### src/rtl/alu_seq_pkg.sv
// Shared types and default widths for the ALU op sequencer and the result
// multiplexer instantiated beside it.
package alu_seq_pkg;

  localparam int unsigned SEQ_SIZE = 8;
  localparam int unsigned SEQ_N    = 3;

  typedef enum logic [1:0] {
    IDLE = 2'b00,
    WAIT = 2'b01,
    OUT  = 2'b10
  } seq_state_e;

endpackage

### src/rtl/alu_op_sequencer_if.sv
// Command, multiplexer and result handshake signals of the ALU op sequencer.
// The sequencer takes the slave side; the surrounding logic takes the master side.
interface alu_op_sequencer_if
  import alu_seq_pkg::*;
#(
  parameter int unsigned SIZE = SEQ_SIZE,
  parameter int unsigned N    = SEQ_N
);

  logic            cmd_valid;
  logic            cmd_ready;
  logic [N-1:0]    cmd_op;
  logic [N-1:0]    mux_select;
  logic [SIZE-1:0] mux_out;
  logic            res_valid;
  logic            res_ready;
  logic [SIZE-1:0] res_data;
  logic [N-1:0]    res_op;
  logic            busy;

  modport slave (
    input  cmd_valid, cmd_op, mux_out, res_ready,
    output cmd_ready, mux_select, res_valid, res_data, res_op, busy
  );

  modport master (
    output cmd_valid, cmd_op, mux_out, res_ready,
    input  cmd_ready, mux_select, res_valid, res_data, res_op, busy
  );

endinterface

### src/rtl/alu_op_sequencer_settle_timer.sv
// Loadable down-counter that counts the settle cycles between a select change
// and the capture of the multiplexer output. It stops at zero and never wraps.
module settle_timer #(
  parameter  int unsigned SETTLE = 1,
  localparam int unsigned CW     = $clog2(SETTLE + 1)
) (
  input  logic clk,
  input  logic rst_n,
  input  logic load_i,
  input  logic dec_i,
  output logic zero_o
);

  logic [CW-1:0] cnt_q, cnt_d;

  always_comb begin
    // NOTE: every combinational output gets a default first so no path can infer a latch.
    cnt_d = cnt_q;
    if (load_i) begin
      cnt_d = CW'(SETTLE - 1);
    end else if (dec_i && (cnt_q != '0)) begin
      cnt_d = cnt_q - CW'(1);
    end
  end

  // NOTE: sequential state uses non-blocking assignments so all registers update together.
  always_ff @(posedge clk or negedge rst_n) begin
    if (!rst_n) begin
      cnt_q <= '0;
    end else begin
      cnt_q <= cnt_d;
    end
  end

  assign zero_o = (cnt_q == '0);

endmodule

### src/rtl/alu_op_sequencer.sv
// Control stage around the ALU result multiplexer: accepts one op, drives the
// select, waits SETTLE cycles, captures the mux output and hands it downstream.
module alu_op_sequencer
  import alu_seq_pkg::*;
#(
  parameter int unsigned SIZE   = SEQ_SIZE,
  parameter int unsigned N      = SEQ_N,
  parameter int unsigned SETTLE = 1
) (
  input logic               clk,
  input logic               rst_n,
  alu_op_sequencer_if.slave bus
);

  if (SETTLE < 1) begin : g_bad_settle
    $error("alu_op_sequencer: SETTLE must be at least 1");
  end

  seq_state_e      state_q, state_d;
  logic [N-1:0]    sel_q;
  logic [N-1:0]    op_q;
  logic [SIZE-1:0] data_q;
  logic            load;
  logic            capture;
  logic            timer_zero;

  settle_timer #(.SETTLE(SETTLE)) u_timer (
    .clk    (clk),
    .rst_n  (rst_n),
    .load_i (load),
    .dec_i  (state_q == WAIT),
    .zero_o (timer_zero)
  );

  always_comb begin
    state_d = state_q;
    load    = 1'b0;
    capture = 1'b0;
    unique case (state_q)
      IDLE: begin
        if (bus.cmd_valid) begin
          load    = 1'b1;
          state_d = WAIT;
        end
      end
      WAIT: begin
        if (timer_zero) begin
          capture = 1'b1;
          state_d = OUT;
        end
      end
      OUT: begin
        if (bus.res_ready) begin
          state_d = IDLE;
        end
      end
      default: state_d = IDLE;
    endcase
  end

  // NOTE: the datapath registers are reset too, so outputs read as zero after reset.
  always_ff @(posedge clk or negedge rst_n) begin
    if (!rst_n) begin
      state_q <= IDLE;
      sel_q   <= '0;
      op_q    <= '0;
      data_q  <= '0;
    end else begin
      state_q <= state_d;
      if (load) begin
        sel_q <= bus.cmd_op;
        op_q  <= bus.cmd_op;
      end
      // mux_out is only trusted on the capture edge, after the select has settled
      if (capture) begin
        data_q <= bus.mux_out;
      end
    end
  end

  assign bus.cmd_ready  = (state_q == IDLE);
  assign bus.busy       = (state_q != IDLE);
  assign bus.res_valid  = (state_q == OUT);
  assign bus.mux_select = sel_q;
  assign bus.res_data   = data_q;
  assign bus.res_op     = op_q;

endmodule

### src/flat_wrapper.sv
// flat-port wrapper written by rule: the top's interface ports become plain ports
module alu_op_sequencer_flat import alu_seq_pkg::*;
#(
  parameter int unsigned SIZE   = SEQ_SIZE,
  parameter int unsigned N      = SEQ_N,
  parameter int unsigned SETTLE = 1
)
  (clk, rst_n, bus_cmd_valid, bus_cmd_op, bus_mux_out, bus_res_ready, bus_cmd_ready, bus_mux_select, bus_res_valid, bus_res_data, bus_res_op, bus_busy);
  alu_op_sequencer_if #(.SIZE(SIZE), .N(N)) bus_i ();
  input logic clk;
  input logic rst_n;
  input wire logic [$bits(bus_i.cmd_valid)-1:0] bus_cmd_valid;
  input wire logic [$bits(bus_i.cmd_op)-1:0] bus_cmd_op;
  input wire logic [$bits(bus_i.mux_out)-1:0] bus_mux_out;
  input wire logic [$bits(bus_i.res_ready)-1:0] bus_res_ready;
  output wire logic [$bits(bus_i.cmd_ready)-1:0] bus_cmd_ready;
  output wire logic [$bits(bus_i.mux_select)-1:0] bus_mux_select;
  output wire logic [$bits(bus_i.res_valid)-1:0] bus_res_valid;
  output wire logic [$bits(bus_i.res_data)-1:0] bus_res_data;
  output wire logic [$bits(bus_i.res_op)-1:0] bus_res_op;
  output wire logic [$bits(bus_i.busy)-1:0] bus_busy;
  assign bus_i.cmd_valid = bus_cmd_valid;
  assign bus_i.cmd_op = bus_cmd_op;
  assign bus_i.mux_out = bus_mux_out;
  assign bus_i.res_ready = bus_res_ready;
  assign bus_cmd_ready = bus_i.cmd_ready;
  assign bus_mux_select = bus_i.mux_select;
  assign bus_res_valid = bus_i.res_valid;
  assign bus_res_data = bus_i.res_data;
  assign bus_res_op = bus_i.res_op;
  assign bus_busy = bus_i.busy;
  alu_op_sequencer #(.SIZE(SIZE), .N(N), .SETTLE(SETTLE)) u_core (.clk(clk), .rst_n(rst_n), .bus(bus_i));
endmodule
### config.mk
export PLATFORM = sky130hd
export DESIGN_NAME = alu_op_sequencer_flat
export DESIGN_NICKNAME = d
export VERILOG_FILES = /design/src/rtl/alu_seq_pkg.sv /design/src/rtl/alu_op_sequencer_if.sv /design/src/rtl/alu_op_sequencer_settle_timer.sv /design/src/rtl/alu_op_sequencer.sv /design/src/flat_wrapper.sv
export SDC_FILE = /design/constraint.sdc
export NUM_CORES = 1
export LEC_CHECK = 0
export BUFFER_PORTS_ARGS = -buffer_cell sky130_fd_sc_hd__buf_2
export CAP_MARGIN = 20
export CORE_MARGIN = 2
export CORE_UTILIZATION = 40
export CTS_BUF_LIST = sky130_fd_sc_hd__clkbuf_8
export CTS_CLUSTER_DIAMETER = 150
export DETAILED_ROUTE_END_ITERATION = 12
export PLACE_DENSITY = 0.83
export SLEW_MARGIN = 40
export SYNTH_ARGS = -nofsm -noshare
export SYNTH_HDL_FRONTEND = slang
export SYNTH_SLANG_ARGS = --single-unit
### constraint.sdc
create_clock -name clk -period 4.08 [get_ports clk]
set_clock_uncertainty 0.2 [all_clocks]
set_input_delay 1.02 -clock clk [delete_from_list [all_inputs] [get_ports clk]]
set_output_delay 1.02 -clock clk [all_outputs]
set_load 0.02 [all_outputs]
==> run metrics <==
Area after DPL 731 µm²; Setup crit start u_core.state_q[1]$_DFFE_PN0P_; area grow syn2layout 35.6%; Worst Hold Path Cells 1; type of origin of the critical path flop; Crit-path slowest cell dfrtp_1; Worst R2R Setup Slack 2430 ps; Buf/Inv on CP 2; min-delay src u_core.bus.res_data[6]$_DFFE_PN0P_; top-count cell post-synth dfrtp_1; Top-Level Pins 32; # port buffers 31; diode count 0; reg-to-reg endpoint u_core.bus.res_data[2]$_DFFE_PN0P_; fin crit period 2420 ps; R2R cell count 2; Largest stage delay, worst path 440 ps; gpl congestion 0.701; final hold viol count 0; setup violators final 0; crit path cell chain or2_2 -> inv_1 -> buf_2; GR Overflow Total 0; critical path class reg2out; Min-Delay Path Class reg2reg; DR vias 392; initial antenna violation count 0; relative slew slack 0.666; Post-CTS Setup Repair Bufs 0; dpl ws 1820 ps; CTS tree built; cts hold-fix bufs 0; Initial Util 0.434; # H-tree levels 1; top cells by count, synth 14 x dfrtp_1, 11 x mux2_2, 3 x buf_4, 2 x inv_1, 2 x nor2_1; CTS max path bufs 2; outcome finished, final reports clean; first-pass GRT wire length 1570 µm; routed len/inst 12.0 µm; Post-synth ARST share 1.00; RSZ-0062 raised after global routing false; pwr dens 881 mW/mm²; row cnt 13; Slew Viols, Final 0; sequential area share after synthesis 0.605; Die ar. 0.00177 mm²; Post-Syn Instances 39; reg-to-reg startpoint u_core.state_q[1]$_DFFE_PN0P_; fin util 0.589; drt first pass iters 3; leading area contributor after synthesis dfrtp_1; DRT iter0 DRCs 1; fin worst setup slack 1660 ps; Syn. warnings 0; Post-Syn Area 579 µm²; met1 GRT Util 0.142; CP max FO 6; EDFF count, synth 0; syn_nets 54; Worst EP required 2860 ps; later-pin clock latency in the skew report 240 ps; WL final 1030 µm; clock-pin slew on the worst setup and hold paths 50 ps; Worst Tran Pin Value 501 ps; Final #Nets 87; All-Layer GR Usage 0.130; period utilisation layout 0.594; peak supply drop 0.359 mV; data arrival time of the critical path 1200 ps; Worst Hold Margin 302 ps; ANT nets after route 0; Seq cells post-synth 14; ranking of synthesized cells by area dfrtp_1 60%, mux2_2 21%, buf_4 3.9%; met2 usage 0.203; number of global-route vias before repair 360; Mapped Avg Cell Area 14.9 µm²; CP Capture Type output port; Reg area 350 µm²; post-synth top area share 0.605; design area 786 µm²; Die Ht 42.1 µm; TritonCTS Sinks 14; distinct cell type count after synthesis 12; Vias/cell 4.56; Main synth FF type dfrtp_1; CP top delay family flip-flops; residual DRC count 0; largest net degree at the start of global routing 15; setup TNS 0 ps; Top Usage Layer GRT met2; Core Footprint 0.00133 mm²; Hold EP u_core.bus.res_data[6]$_DFFE_PN0P_; multi-input combinational cell area 199 µm²; die width 42.1 µm; Resize count post-CTS 0; CTS Buf Count 3; fillcell total 114; Pleak 0.405 nW; f_max 0.413 GHz; GRT met3 Usage 0.0517; share of layout cells above drive strength 1 0.704; Max-cap violations 0; Root Buffer clkbuf_8
## cell type report
cell class | count | share of cell area
Tap cell | 15 | 0.0239
Multi-Input combinational cell | 20 | 0.253
Timing Repair Buffer | 31 | 0.197
Inverter | 2 | 0.00955
Sequential cell | 14 | 0.446
Clock buffer | 4 | 0.0701
## per-layer routing
layer	up-vias	routed length, µm
li1	194	-
met1	177	441
met2	19	486
met3	2	80
met4	0	21
met5	-	0
## report_power, final
group          internal [W]  leakage, nW  switching, W
combinational      0.000139        0.208      0.000182
sequential         0.000203        0.168     0.0000394
clock             0.0000852       0.0288     0.0000442
## flip-flops by register name, indices dropped and copies added (netlist names)
| register | cells |
|---|---|
| u_core.bus.res_data | 8 |
| u_core.state_q | 2 |
| u_core.u_timer.cnt_q | 1 |
| u_core.bus.mux_select | 3 |
## logic make-up after synthesis
| family | synth area share |
|---|---|
| and+or+nand+nor | 0.0843 |
| AOI/OAI and AO/OA | 0.0281 |
| muxes | 0.231 |
| buffers and inverters | 0.0518 |
| DFF | 0.605 |
## how the worst max path moves through the flow
stage,end,cells after the start
finish,bus_cmd_ready,3
global route,bus_cmd_ready,3
CTS,bus_cmd_ready,3
detailed placement,u_core.bus.mux_select[1]$_DFFE_PN0P_,3
global placement,u_core.bus.mux_select[2]$_DFFE_PN0P_,3
floorplan,bus_cmd_ready,2
## layout by cell type, fill, tap and decap left out
cell type,count
nor2_1,2
o21a_1,1
a21o_2,1
nor3b_4,1
mux2i_1,1
or2_2,1
dfrtp_1,14
inv_1,2
clkbuf_8,4
mux2_2,11
buf_2,31
nor3b_1,1
and2b_2,1
## per-stage QoR
stage          power (W)  instances
3_3_place_gp    0.000561         82
2_1_floorplan   0.000480         39
3_5_place_dp    0.000572         82
5_1_grt         0.000734         86
6_report        0.000693         86
4_1_cts         0.000703         86
(Power assumes the default switching activity.)
